--- src/rtl/seq_multiplier.sv ---
// seq_multiplier: multi-cycle unsigned NxN radix-2 shift-and-add multiplier.
// Ports: clock/reset (sync, active-high), start, A, B -> busy, done,
//        product_lo (MUL), product_hi (UMULH).
module seq_multiplier #(
    parameter int N = 64
) (
    input  logic         clock,
    input  logic         reset,
    input  logic         start,
    input  logic [N-1:0] A,
    input  logic [N-1:0] B,
    output logic         busy,
    output logic         done,
    output logic [N-1:0] product_lo,
    output logic [N-1:0] product_hi
);

    localparam int CW = $clog2(N + 1);

    typedef enum logic [1:0] {
        IDLE = 2'd0,
        BUSY = 2'd1,
        DONE = 2'd2
    } state_t;

    state_t state;
    state_t state_next;

    logic [N-1:0]  mcand;
    logic [N-1:0]  acc_hi;
    logic [N-1:0]  acc_lo;
    logic [CW-1:0] count;

    logic [N:0]    sum;
    logic [N-1:0]  addend;
    logic [N-1:0]  step_hi;
    logic [N-1:0]  step_lo;
    logic          accept;
    logic          last;

    // One step: add M if the current multiplier bit is set, keeping the
    // carry, then shift the whole {carry, H, L} right by one.
    always_comb begin
        addend  = acc_lo[0] ? mcand : '0;
        sum     = {1'b0, acc_hi} + {1'b0, addend};
        step_hi = sum[N:1];
        step_lo = {sum[0], acc_lo[N-1:1]};
    end

    assign accept = start && (state == IDLE || state == DONE);
    assign last   = (state == BUSY) && (count == CW'(1));

    always_comb begin
        state_next = state;
        busy       = 1'b0;
        done       = 1'b0;
        unique case (state)
            IDLE: begin
                if (start) state_next = BUSY;
            end
            BUSY: begin
                busy = 1'b1;
                if (count == CW'(1)) state_next = DONE;
            end
            DONE: begin
                done       = 1'b1;
                state_next = start ? BUSY : IDLE;
            end
            default: state_next = IDLE;
        endcase
    end

    always_ff @(posedge clock) begin
        if (reset) begin
            state <= IDLE;
        end else begin
            state <= state_next;
        end
    end

    always_ff @(posedge clock) begin
        if (reset) begin
            mcand  <= '0;
            acc_hi <= '0;
            acc_lo <= '0;
            count  <= '0;
        end else if (accept) begin
            mcand  <= A;
            acc_hi <= '0;
            acc_lo <= B;
            count  <= CW'(N);
        end else if (state == BUSY) begin
            acc_hi <= step_hi;
            acc_lo <= step_lo;
            count  <= count - CW'(1);
        end
    end

    // Results move only on the final step, so they hold the previous
    // product for the whole busy period.
    always_ff @(posedge clock) begin
        if (reset) begin
            product_hi <= '0;
            product_lo <= '0;
        end else if (last) begin
            product_hi <= step_hi;
            product_lo <= step_lo;
        end
    end

endmodule

--- config.mk ---
export PLATFORM = sky130hd
export DESIGN_NAME = seq_multiplier
export DESIGN_NICKNAME = d
export VERILOG_FILES = /design/src/rtl/seq_multiplier.sv
export SDC_FILE = /design/constraint.sdc
export NUM_CORES = 1
export LEC_CHECK = 0
export BUFFER_PORTS_ARGS = -buffer_cell sky130_fd_sc_hd__buf_2
export CORE_AREA = 2 2 214 195
export CTS_CLUSTER_SIZE = 25
export DETAILED_ROUTE_END_ITERATION = 7
export DIE_AREA = 0 0 216 197
export GPL_TIMING_DRIVEN = 0
export PLACE_DENSITY_LB_ADDON = 0.05
export SYNTH_ARGS = -nofsm -noshare
export SYNTH_HDL_FRONTEND = slang
export SYNTH_SLANG_ARGS = --single-unit
--- constraint.sdc ---
create_clock -name clock -period 3.2 [get_ports clock]
set_input_delay 0.16 -clock clock [delete_from_list [all_inputs] [get_ports clock]]
set_output_delay 0.16 -clock clock [all_outputs]
set_load 0.01 [all_outputs]
==> results_tabular.tex, run 1 <==
\begin{tabular}{lr}
\hline
Metric & Value \\
\hline
\multicolumn{2}{l}{\textbf{Outcome}} \\
Status & finished, violations left \\
Violated checks & setup timing \\
\multicolumn{2}{l}{\textbf{Final layout}} \\
Area Overhead vs Synth & 38.6\% \\
Share of final-layout standard cells stronger than drive strength 1 & 0.222 \\
Post-Route Utilization & 0.549 \\
Final Net Count & 2,745 \\
Summed area of non-filler cells in the final layout & 22,100 um\^{}2 \\
Layout Cells excl Fill & 3,118 \\
\multicolumn{2}{l}{\textbf{Global route}} \\
Grt total ovfl & 0 \\
Wire length of the first global-routing pass & 88,600 um \\
Gr usage total & 0.265 \\
Initial antenna violation count & 1 \\
Via count of the first global-routing pass & 16,000 \\
Largest net degree at the start of global routing & 13 \\
\multicolumn{2}{l}{\textbf{Timing}} \\
Unrepaired setup endpoints after global routing & yes \\
Minimum period implied by the final worst setup slack & 3400 ps \\
Worst-case setup margin in the final layout & -202 ps \\
Worst setup skew after layout & 21.8 ps \\
Setup TNS & -5280 ps \\
Final clock period utilization by the worst path & 1.06 \\
Slew Limit Headroom & 0.183 \\
Transition time of the tightest slew-check pin & 1220 ps \\
Endpoints failing setup & 51 \\
Number of max-slew violations in the final report & 0 \\
Maximum clock frequency & 294 MHz \\
Minimum hold slack & 360 ps \\
Number of failing hold endpoints at the final stage & 0 \\
\multicolumn{2}{l}{\textbf{Setup path}} \\
Kind of end point of the critical path & flip-flop \\
Timing startpoint of the critical path & acc\_lo[0]\$\_SDFFE\_PP0P\_ \\
Worst setup path endpoint & product\_hi[63]\$\_SDFFE\_PP0P\_ \\
Flop2flop setup slack & -200 ps \\
Cells on worst reg2reg path & 18 \\
Worst Path Class, Setup & reg -> reg \\
Data required, critical path & 3650 ps \\
FF-to-FF End & product\_hi[63]\$\_SDFFE\_PP0P\_ \\
Critical path data arrival time & 3860 ps \\
Reg2reg start & acc\_lo[0]\$\_SDFFE\_PP0P\_ \\
Setup crit start kind & flip-flop \\
Critical-path maximum fanout & 6 \\
\multicolumn{2}{l}{\textbf{Logic synthesis}} \\
Most repeated cell in the gate-level netlist after synthesis & sky130\_fd\_sc\_hd\_\_nand2\_1 \\
Top flip-flop cell by instance count after synthesis & sky130\_fd\_sc\_hd\_\_dfxtp\_1 \\
Sequential-to-total area share from yosys stat & 0.413 \\
Number of unique standard cell types used by synthesis & 75 \\
Post-Syn Area & 15,900 um\^{}2 \\
Simple-gate area share of the yosys netlist & 0.254 \\
Top cells by area, synth & sky130\_fd\_sc\_hd\_\_dfxtp\_1 (41\%), sky130\_fd\_sc\_hd\_\_nand2\_1 (11\%), sky130\_fd\_sc\_hd\_\_a21oi\_1 (8.9\%), sky130\_fd\_sc\_hd\_\_ha\_1 (5.2\%), sky130\_fd\_sc\_hd\_\_clkbuf\_1 (3.1\%) \\
Post-synthesis area per instance & 7.66 um\^{}2 \\
Ys async rst share & 0 \\
EDFF count, synth & 0 \\
Area share of fa/ha/maj cells after synthesis & 0.0530 \\
Top cell types by occurrence after synthesis & sky130\_fd\_sc\_hd\_\_nand2\_1 (482), sky130\_fd\_sc\_hd\_\_dfxtp\_1 (329), sky130\_fd\_sc\_hd\_\_a21oi\_1 (282), sky130\_fd\_sc\_hd\_\_clkbuf\_1 (133), sky130\_fd\_sc\_hd\_\_nor2\_1 (117) \\
Share of the synthesized area in the top cell type & 0.413 \\
Synth Warn \# & 0 \\
Cell taking the most area after synthesis & sky130\_fd\_sc\_hd\_\_dfxtp\_1 \\
Number of flip-flops and latches in the synthesized netlist & 329 \\
Share of cell area taken by muxes after synthesis & 0.000628 \\
Post-synthesis net count & 2,280 \\
Number of cells produced by synthesis & 2,082 \\
Xor/xnor share of the synthesized area & 0.0286 \\
Main combinational cell family by area after synthesis & simple AND/OR/NAND/NOR gates \\
Area fraction in compound gates after synthesis & 0.204 \\
\multicolumn{2}{l}{\textbf{Route}} \\
Number of iterations in the first detailed-routing pass & 5 \\
Vias after detailed routing & 16,500 \\
Remaining antenna violation count & 0 \\
Count of unresolved DRC violations after routing & 0 \\
Final wirelength & 58,000 um \\
Detailed-route vias per instance & 5.28 \\
Detailed router's first-iteration violation count & 977 \\
WL per Instance & 18.6 um \\
\multicolumn{2}{l}{\textbf{Pwr}} \\
Register share of total power & 0.432 \\
Sw power & 0.00268 W \\
Leakage & 9.02 nW \\
Gate power share & 0.117 \\
Switching Fraction & 0.265 \\
Internal Pwr Total & 0.00746 W \\
Maximum vdd drop & 326 uV \\
Power share of the clock group & 0.451 \\
Pwr dens & 459 nW/um\^{}2 \\
\multicolumn{2}{l}{\textbf{Place}} \\
IO Port Bufs & 259 \\
HPWL Detailed & 41,500 um \\
Final Wtd Congestion & 0.895 \\
Area after detailed placement & 17,900 um\^{}2 \\
Total instance count after detailed placement & 2,881 \\
\multicolumn{2}{l}{\textbf{CTS}} \\
Clock transition at the register clock pins on the worst setup and hold paths after CTS & 60 ps \\
H-tree level count & 2 \\
Number of buffers created by CTS & 39 \\
TritonCTS sink count & 329 \\
Cell chosen for the clock root & sky130\_fd\_sc\_hd\_\_clkbuf\_16 \\
Clock tree from TritonCTS & yes \\
Source-to-sink clock delay at the later pin of the worst-skew pair & 570 ps \\
Largest buffer count on any clock path & 3 \\
\multicolumn{2}{l}{\textbf{Floorplanning}} \\
Chip width & 216 um \\
Number of I/O pins & 261 \\
Effective utilization at floorplan & 0.396 \\
Site Rows & 70 \\
Die Outline Area & 42,600 um\^{}2 \\
Area of the core region & 40,300 um\^{}2 \\
Vertical extent of the die & 197 um \\
\multicolumn{2}{l}{\textbf{Min path}} \\
Type of the most critical hold path & in -> reg \\
Hold Crit Start & reset \\
\multicolumn{2}{l}{\textbf{Job}} \\
Count of maximum capacitance violations & 0 \\
\hline
\end{tabular}
==> critical path, cell delays in order (launching register included) <==
cell                        delay (ps)
sky130_fd_sc_hd__dfxtp_4           370
sky130_fd_sc_hd__clkbuf_16         180
sky130_fd_sc_hd__clkbuf_16         170
sky130_fd_sc_hd__and2_4            140
sky130_fd_sc_hd__ha_4              150
sky130_fd_sc_hd__fa_2              370
sky130_fd_sc_hd__a211oi_4          290
sky130_fd_sc_hd__nor4_2             60
sky130_fd_sc_hd__nor2_1            140
sky130_fd_sc_hd__buf_4             150
sky130_fd_sc_hd__a21oi_4            50
sky130_fd_sc_hd__a31oi_4           240
sky130_fd_sc_hd__buf_12            150
sky130_fd_sc_hd__o21ai_4            90
sky130_fd_sc_hd__a31oi_4           220
sky130_fd_sc_hd__buf_12            150
sky130_fd_sc_hd__o211ai_1          130
sky130_fd_sc_hd__a21oi_1           180
sky130_fd_sc_hd__nor2_1             50
==> power groups by stage <==
stage          logic (W)  registers [W]  clock network [W]
2_1_floorplan   0.000605        0.00443                  0
3_3_place_gp    0.000960        0.00446                  0
3_5_place_dp    0.000970        0.00446                  0
4_1_cts          0.00116        0.00438            0.00465
5_1_grt          0.00131        0.00440            0.00482
6_report         0.00119        0.00438            0.00458
==> per-layer routing <==
metal | vias up | share of wire | GRT usage
li1 | 8151 | - | -
met1 | 7752 | 0.46 | 0.359
met2 | 466 | 0.45 | 0.426
met3 | 91 | 0.060 | 0.0554
met4 | 0 | 0.024 | 0.0789
met5 | - | 0 | 0
==> area by class of cell <==
class / instances / area, um^2
clock inverters: 11 / 125
well taps: 540 / 676
flip-flops and latches: 329 / 6590
clock buffers: 60 / 1190
inverters: 18 / 67.6
multi-input cells: 1574 / 9690
diodes: 1 / 2.50
fillers: 3957 / 18200
plain buffers: 138 / 659
repair buffers: 447 / 3110
==> kinds of logic (layout without fill, tap and decap cells) <==
| group | after synthesis | count (layout) |
|---|---|---|
| xor gates and xnor gates | 52 | 52 |
| muxes | 1 | 1 |
| and+or+nand+nor | 908 | 908 |
| other | 0 | 1 |
| buffers and inverters | 179 | 674 |
| adders and majority gates | 67 | 67 |
| DFF | 329 | 329 |
| AOI/OAI and AO/OA | 546 | 546 |
==> per-stage QoR <==
step / setup slack [ps] / total power, W
floorplan: 9.52 / 0.00504
global placement: -1420 / 0.00542
detailed placement: -1460 / 0.00543
CTS: -230 / 0.0102
global route: -348 / 0.0105
finish: -202 / 0.0101
==> worst min path at each step <==
stage                                              to  depth (start not counted)
after floorplan                 mcand[0]$_SDFFE_PP0P_                          2
after global placement         mcand[35]$_SDFFE_PP0P_                          3
after detailed placement        mcand[7]$_SDFFE_PP0P_                          3
after CTS                 product_hi[60]$_SDFFE_PP0P_                          3
after global routing      product_hi[60]$_SDFFE_PP0P_                          3
final                     product_hi[60]$_SDFFE_PP0P_                          3
==> placed cells by master (no fill, tap or decap), types with 33 or more instances in the layout <==
cell                            instances
sky130_fd_sc_hd__nand2_1              474
sky130_fd_sc_hd__dfxtp_1              328
sky130_fd_sc_hd__buf_2                260
sky130_fd_sc_hd__a21oi_1              249
sky130_fd_sc_hd__dlygate4sd3_1        129
sky130_fd_sc_hd__nor2_1               116
sky130_fd_sc_hd__clkbuf_1             115
sky130_fd_sc_hd__nor3_1                86
sky130_fd_sc_hd__o22ai_1               65
sky130_fd_sc_hd__nand3_1               55
sky130_fd_sc_hd__and2_1                53
sky130_fd_sc_hd__buf_4                 50
sky130_fd_sc_hd__a21o_1                45
sky130_fd_sc_hd__clkbuf_16             43
sky130_fd_sc_hd__ha_1                  36
sky130_fd_sc_hd__nand4_1               33
==> sequential cells by signal, summed over array words and instances, names as in the netlist <==
register    cells
product_lo     64
product_hi     64
mcand          64
acc_hi         64
state           2
count           7
acc_lo         64
==> timing repair <==
action / in CTS / in global routing
pin swaps: 71 / 63
setup endpoints to repair: 168 / 93
setup buffers: 39 / 20
hold buffers: 128 / 0
resized for setup: 169 / 87
cloned: 3 / 0
endpoints found under the hold margin: 128 / 0
No activity file was read; power rests on OpenSTA's default activity.
==> inputs of run 2 (changes only) <==
CTS_BUF_LIST = sky130_fd_sc_hd__clkbuf_8 sky130_fd_sc_hd__clkbuf_16   (was not set)
clock period = 3.75 ns   (was 3.2 ns; I/O delays follow)
==> run 2 against run 1 <==
Compared with the run above:
- sequential share of layout area grew 1.9 points
- first-iteration DRC count grew 8.0%
- the run now ends clean
- highest routed layer unchanged
- maximum frequency shrank 7.4%
- total power shrank 17%
- largest cell class unchanged
- critical endpoint is now product_hi[58]$_SDFFE_PP0P_
- clock-buffer cell count shrank 16
==> results_tabular.tex, run 2 (synthesis results as in run 1) <==
\begin{tabular}{lr}
\hline
Metric & Value \\
\hline
\multicolumn{2}{l}{\textbf{Outcome}} \\
Status & complete, no violations \\
\multicolumn{2}{l}{\textbf{Floorplanning}} \\
Vertical extent of the die & 197 um \\
Chip width & 216 um \\
Die Outline Area & 42,600 um\^{}2 \\
Site Rows & 70 \\
Effective utilization at floorplan & 0.396 \\
Number of I/O pins & 261 \\
Area of the core region & 40,300 um\^{}2 \\
\multicolumn{2}{l}{\textbf{Timing}} \\
Final clock period utilization by the worst path & 0.979 \\
Number of max-slew violations in the final report & 0 \\
Minimum period implied by the final worst setup slack & 3670 ps \\
Setup TNS & 0 ps \\
Slew Limit Headroom & 0.227 \\
Worst setup skew after layout & 29.2 ps \\
Transition time of the tightest slew-check pin & 1160 ps \\
Number of failing hold endpoints at the final stage & 0 \\
Endpoints failing setup & 0 \\
Maximum clock frequency & 272 MHz \\
\multicolumn{2}{l}{\textbf{Final layout}} \\
Most common library cell in the layout ignoring fill and taps & sky130\_fd\_sc\_hd\_\_nand2\_1 \\
Number of inserted filler cells in the final layout & 4,029 \\
Share of final-layout standard cells stronger than drive strength 1 & 0.162 \\
Post-Route Utilization & 0.516 \\
Layout Cells excl Fill & 3,092 \\
Final Net Count & 2,723 \\
Area Overhead vs Synth & 30.4\% \\
Commonest non-fill, non-tap cells in the layout & sky130\_fd\_sc\_hd\_\_nand2\_1 (481), sky130\_fd\_sc\_hd\_\_dfxtp\_1 (328), sky130\_fd\_sc\_hd\_\_a21oi\_1 (272) \\
\multicolumn{2}{l}{\textbf{CTS}} \\
Clock tree from TritonCTS & yes \\
Clock transition at the register clock pins on the worst setup and hold paths after CTS & 60 ps \\
H-tree level count & 2 \\
Largest buffer count on any clock path & 3 \\
Number of buffers created by CTS & 39 \\
Source-to-sink clock delay at the later pin of the worst-skew pair & 580 ps \\
TritonCTS sink count & 329 \\
Cell chosen for the clock root & sky130\_fd\_sc\_hd\_\_clkbuf\_16 \\
\multicolumn{2}{l}{\textbf{Global route}} \\
Grt total ovfl & 0 \\
Gr usage total & 0.261 \\
Largest net degree at the start of global routing & 13 \\
Initial antenna violation count & 1 \\
Via count of the first global-routing pass & 15,600 \\
Wire length of the first global-routing pass & 87,300 um \\
\multicolumn{2}{l}{\textbf{Pwr}} \\
Leakage & 8.75 nW \\
Pwr dens & 404 nW/um\^{}2 \\
Total power draw & 0.00840 W \\
Maximum vdd drop & 264 uV \\
\multicolumn{2}{l}{\textbf{Route}} \\
Final wirelength & 56,700 um \\
Detailed-route vias per instance & 5.27 \\
Remaining antenna violation count & 0 \\
Vias after detailed routing & 16,300 \\
WL per Instance & 18.3 um \\
Count of unresolved DRC violations after routing & 0 \\
Detailed router's first-iteration violation count & 1,055 \\
Number of iterations in the first detailed-routing pass & 8 \\
\multicolumn{2}{l}{\textbf{Setup path}} \\
Cell at the slowest stage of the critical path & sky130\_fd\_sc\_hd\_\_or4\_1 \\
Data required, critical path & 4230 ps \\
Max stage delay on crit path & 510 ps \\
Critical path data arrival time & 4150 ps \\
Kind of cell adding the most delay to the critical path & compound AO/OA/AOI/OAI gates \\
Critical path's most frequent cell & sky130\_fd\_sc\_hd\_\_a21o\_1 \\
Setup crit start kind & flip-flop \\
Worst Path Class, Setup & reg -> reg \\
Kind of end point of the critical path & flip-flop \\
Critical-path maximum fanout & 10 \\
Cell-by-cell trace of the critical path & clkbuf\_8 -> clkbuf\_4 -> and2\_1 -> ha\_1 -> clkbuf\_1 -> a21o\_1 -> a21o\_1 -> a21o\_1 -> a21o\_1 -> a21o\_1 -> a2bb2oi\_1 -> o21ai\_4 -> buf\_4 -> or4\_1 -> a31oi\_1 \\
Buf/Inv on CP & 4 \\
\multicolumn{2}{l}{\textbf{Min path}} \\
Type of the most critical hold path & in -> reg \\
\multicolumn{2}{l}{\textbf{Place}} \\
IO Port Bufs & 259 \\
HPWL Detailed & 41,600 um \\
Final Wtd Congestion & 0.896 \\
Total instance count after detailed placement & 2,881 \\
\multicolumn{2}{l}{\textbf{Job}} \\
Count of maximum capacitance violations & 0 \\
\hline
\end{tabular}
-- run 2: cell types whose count changed in the layout (fill, tap and decap cells not counted), sizes merged --
cell           previous run  this run
buf                     339       300
inv                      19        34
clkinv                    6         4
clkinvlp                  2         0
bufinv                    2         3
clkdlybuf4s50             0         1
-- run 2: worst reg2reg max path, cell delays in order, from the launching register on --
cell and delay, ps:
sky130_fd_sc_hd__dfxtp_2 380, sky130_fd_sc_hd__clkbuf_8 210, sky130_fd_sc_hd__clkbuf_4 200, sky130_fd_sc_hd__and2_1 170, sky130_fd_sc_hd__ha_1 230, sky130_fd_sc_hd__clkbuf_1 210
sky130_fd_sc_hd__a21o_1 250, sky130_fd_sc_hd__a21o_1 190, sky130_fd_sc_hd__a21o_1 180, sky130_fd_sc_hd__a21o_1 170, sky130_fd_sc_hd__a21o_1 180, sky130_fd_sc_hd__a2bb2oi_1 250
sky130_fd_sc_hd__o21ai_4 150, sky130_fd_sc_hd__buf_4 170, sky130_fd_sc_hd__or4_1 510, sky130_fd_sc_hd__a31oi_1 140
-- run 2: stage by stage --
step / cell area [um^2] / hold slack [ps] / setup WS (ps)
after detailed placement: 17900 / 433 / -951
after global routing: 20800 / 384 / -33.8
after CTS: 20600 / 302 / 8.26
after global placement: 17900 / 429 / -922
final: 20800 / 364 / 77.8
after floorplan: 15900 / 323 / 493
-- run 2: cell type report --
cell class	instances	area [um^2]	share of cell area
repair buffers	406	2730	0.131
inverters	18	67.6	0.00325
clock inverters	23	185	0.00890
clock buffers	44	1040	0.0502
plain buffers	157	691	0.0332
diodes	1	2.50	0.000120
multi-input cells	1574	8810	0.424
well taps	540	676	0.0325
flip-flops and latches	329	6590	0.317
-- run 2: where the power goes --
group | switching (W) | internal, W | total (W)
registers | 0.0000980 | 0.00364 | 0.00374
clock network | 0.00152 | 0.00219 | 0.00371
logic | 0.000587 | 0.000366 | 0.000953
total | 0.00221 | 0.00620 | 0.00840
-- run 2: path summary, 6_finish.rpt --
path                               start                     endpoint  slack [ps]  cells after the start
setup reg to reg  acc_lo[0]$_SDFFE_PP0P_  product_hi[58]$_SDFFE_PP0P_          80                     15
hold reg to reg    mcand[3]$_SDFFE_PP0P_        mcand[3]$_SDFFE_PP0P_         450                      2
hold / removal                     reset  product_hi[62]$_SDFFE_PP0P_         360                      3
setup / recovery  acc_lo[0]$_SDFFE_PP0P_  product_hi[58]$_SDFFE_PP0P_          80                     15
-- run 2: what timing repair did --
item,CTS,global route
resized for setup,22,42
setup endpoints to repair,100,62
buffers inserted,6,13
hold endpoints to repair,128,0
hold buffers,128,0
pin swaps,5,20
-- run 2: metal layers --
metal,GRT usage,vias to the layer above,part of all wire
met1,0.363,7619,0.47
met3,0.0395,94,0.056
li1,-,8113,-
met5,0,-,0
met2,0.412,455,0.44
met4,0.0873,0,0.028
==> inputs of run 3 (changes only) <==
PLACE_DENSITY_LB_ADDON = not set   (was 0.05)
clock period = 4.5 ns   (was 3.75 ns; I/O delays follow)
==> run 3 against run 2 <==
Compared with the run above:
- register-to-register slack better by 220 ps
- hold slack lost 340 ps
- cell area decreased by 2.0%
- via count is 0.41% lower
- sequential cell count is the same
- routed wire length is 2.1% lower
- highest routed layer unchanged
- critical path depth shrank 1
- die area did not move
- first-iteration DRC count is 12% lower
- clock skew decreased by 5.9 ps
- worst setup slack improved by 220 ps
- sequential power decreased by 17%
==> results_tabular.tex, run 3 (synthesis results as in run 1) <==
\begin{tabular}{lr}
\hline
Metric & Value \\
\hline
\multicolumn{2}{l}{\textbf{CTS}} \\
Cell chosen for the clock root & sky130\_fd\_sc\_hd\_\_clkbuf\_16 \\
H-tree level count & 2 \\
Number of buffers created by CTS & 37 \\
Post-CTS setup buffer count & 0 \\
Clock tree from TritonCTS & yes \\
Source-to-sink clock delay at the later pin of the worst-skew pair & 560 ps \\
Clock transition at the register clock pins on the worst setup and hold paths after CTS & 60 ps \\
Largest buffer count on any clock path & 3 \\
TritonCTS sink count & 329 \\
\multicolumn{2}{l}{\textbf{Place}} \\
IO Port Bufs & 259 \\
HPWL Detailed & 41,100 um \\
Final Wtd Congestion & 0.905 \\
Setup slack at placement & -231 ps \\
\multicolumn{2}{l}{\textbf{Final layout}} \\
Multi-input gate area & 8630 um\^{}2 \\
Area Overhead vs Synth & 27.8\% \\
Number of inserted filler cells in the final layout & 3,968 \\
FF/Latch Area & 6590 um\^{}2 \\
Commonest non-fill, non-tap cells in the layout & sky130\_fd\_sc\_hd\_\_nand2\_1 (482), sky130\_fd\_sc\_hd\_\_dfxtp\_1 (328), sky130\_fd\_sc\_hd\_\_a21oi\_1 (281) \\
Share of final-layout standard cells stronger than drive strength 1 & 0.142 \\
Final Net Count & 2,704 \\
Most common library cell in the layout ignoring fill and taps & sky130\_fd\_sc\_hd\_\_nand2\_1 \\
Antenna Cells & 0 \\
Post-Route Utilization & 0.506 \\
\multicolumn{2}{l}{\textbf{Route}} \\
Vias after detailed routing & 16,200 \\
Detailed-route vias per instance & 5.28 \\
Final wirelength & 55,500 um \\
Detailed router's first-iteration violation count & 930 \\
Remaining antenna violation count & 0 \\
Count of unresolved DRC violations after routing & 0 \\
Number of iterations in the first detailed-routing pass & 5 \\
WL per Instance & 18.1 um \\
\multicolumn{2}{l}{\textbf{Global route}} \\
Wire length of the first global-routing pass & 85,300 um \\
Via count of the first global-routing pass & 15,600 \\
Grt total ovfl & 0 \\
Initial antenna violation count & 1 \\
Largest net degree at the start of global routing & 14 \\
Gr usage total & 0.254 \\
\multicolumn{2}{l}{\textbf{Floorplanning}} \\
Vertical extent of the die & 197 um \\
Die Outline Area & 42,600 um\^{}2 \\
Area of the core region & 40,300 um\^{}2 \\
Number of I/O pins & 261 \\
Site Rows & 70 \\
Chip width & 216 um \\
Effective utilization at floorplan & 0.396 \\
\multicolumn{2}{l}{\textbf{Timing}} \\
Worst setup skew after layout & 23.2 ps \\
Number of max-slew violations in the final report & 0 \\
Unrepaired setup endpoints after global routing & no \\
Minimum period implied by the final worst setup slack & 4200 ps \\
Maximum clock frequency & 238 MHz \\
Worst-case setup margin in the final layout & 298 ps \\
Transition time of the tightest slew-check pin & 1260 ps \\
Setup TNS & 0 ps \\
Number of failing hold endpoints at the final stage & 0 \\
Final clock period utilization by the worst path & 0.934 \\
Slew Limit Headroom & 0.159 \\
Endpoints failing setup & 0 \\
Minimum hold slack & 24.1 ps \\
\multicolumn{2}{l}{\textbf{Setup path}} \\
Critical-path maximum fanout & 11 \\
Data required, critical path & 4900 ps \\
Setup crit start kind & flip-flop \\
Kind of end point of the critical path & flip-flop \\
Worst Path Class, Setup & reg -> reg \\
Critical path data arrival time & 4600 ps \\
\multicolumn{2}{l}{\textbf{Pwr}} \\
Pwr dens & 337 nW/um\^{}2 \\
Maximum vdd drop & 289 uV \\
Total power draw & 0.00688 W \\
Leakage & 8.54 nW \\
\multicolumn{2}{l}{\textbf{Outcome}} \\
Status & complete, no violations \\
\multicolumn{2}{l}{\textbf{Job}} \\
Count of maximum capacitance violations & 0 \\
\multicolumn{2}{l}{\textbf{Min path}} \\
Type of the most critical hold path & in -> reg \\
\hline
\end{tabular}
==> run 3: cell types whose count changed in the layout (fill, tap and decap cells not counted), moves of 3 or more <==
cell | before | now
sky130_fd_sc_hd__clkinv_2 | 4 | 8
sky130_fd_sc_hd__ha_2 | 5 | 0
sky130_fd_sc_hd__clkbuf_4 | 5 | 0
sky130_fd_sc_hd__a211oi_1 | 6 | 10
sky130_fd_sc_hd__a21oi_1 | 272 | 281
sky130_fd_sc_hd__ha_1 | 61 | 66
sky130_fd_sc_hd__clkbuf_1 | 123 | 132
sky130_fd_sc_hd__inv_1 | 30 | 21
sky130_fd_sc_hd__a21oi_2 | 8 | 1
sky130_fd_sc_hd__buf_4 | 22 | 3
sky130_fd_sc_hd__a211oi_2 | 4 | 1
==> run 3: what timing repair did <==
item,CTS,global route
resized for setup,1,3
setup endpoints to repair,11,30
hold buffers,127,0
endpoints found under the hold margin,127,0
pin swaps,0,0
==> run 3: critical path, stage by stage, from the launching register on <==
cell	delay (ps)
sky130_fd_sc_hd__dfxtp_2	450
sky130_fd_sc_hd__clkbuf_1	300
sky130_fd_sc_hd__and2_1	220
sky130_fd_sc_hd__ha_1	200
sky130_fd_sc_hd__fa_1	430
sky130_fd_sc_hd__a211oi_1	370
sky130_fd_sc_hd__nor4_1	110
sky130_fd_sc_hd__nor2_1	270
sky130_fd_sc_hd__a21o_1	200
sky130_fd_sc_hd__o221ai_1	250
sky130_fd_sc_hd__a21o_1	340
sky130_fd_sc_hd__a21oi_2	290
sky130_fd_sc_hd__o21ai_0	190
sky130_fd_sc_hd__xnor2_2	300
sky130_fd_sc_hd__a21oi_1	110
==> run 3: power by group <==
group	total (W)	leakage [nW]	switching [W]	internal (W)
registers	0.00312	2.68	0.0000872	0.00303
clock network	0.00298	0.605	0.00125	0.00173
logic	0.000775	5.25	0.000479	0.000296
==> run 3: path summary, 6_finish.rpt <==
path                               startpoint                          end  slack [ps]  depth (start not counted)
setup / recovery       acc_lo[0]$_SDFFE_PP0P_      acc_hi[51]$_SDFFE_PP0P_         300                         14
hold reg to reg   product_lo[62]$_SDFFE_PP0P_  product_lo[62]$_SDFFE_PP0P_         450                          2
setup reg to reg       acc_lo[0]$_SDFFE_PP0P_      acc_hi[51]$_SDFFE_PP0P_         300                         14
hold / removal                          B[12]      acc_lo[12]$_SDFFE_PP0P_          20                          3
==> run 3: per-layer routing <==
metal | part of all wire | track usage | wire length [um]
met1 | 0.45 | 0.343 | 25200
met2 | 0.45 | 0.407 | 25000
met3 | 0.063 | 0.0404 | 3510
met4 | 0.034 | 0.0977 | 1870
met5 | 0 | 0 | 0
==> run 3: final cells by class <==
cell class / count / share of cell area
plain buffers: 160 / 0.0329
clock buffers: 44 / 0.0502
clock inverters: 17 / 0.00767
inverters: 18 / 0.00331
multi-input cells: 1574 / 0.424
flip-flops and latches: 329 / 0.323
well taps: 540 / 0.0331
repair buffers: 386 / 0.126
==> run 3: metrics by stage <==
step	cell area [um^2]	instances
after floorplan	15900	2082
after global placement	17900	2881
after detailed placement	17900	2881
after CTS	20400	3068
after global routing	20400	3068
final	20400	3068
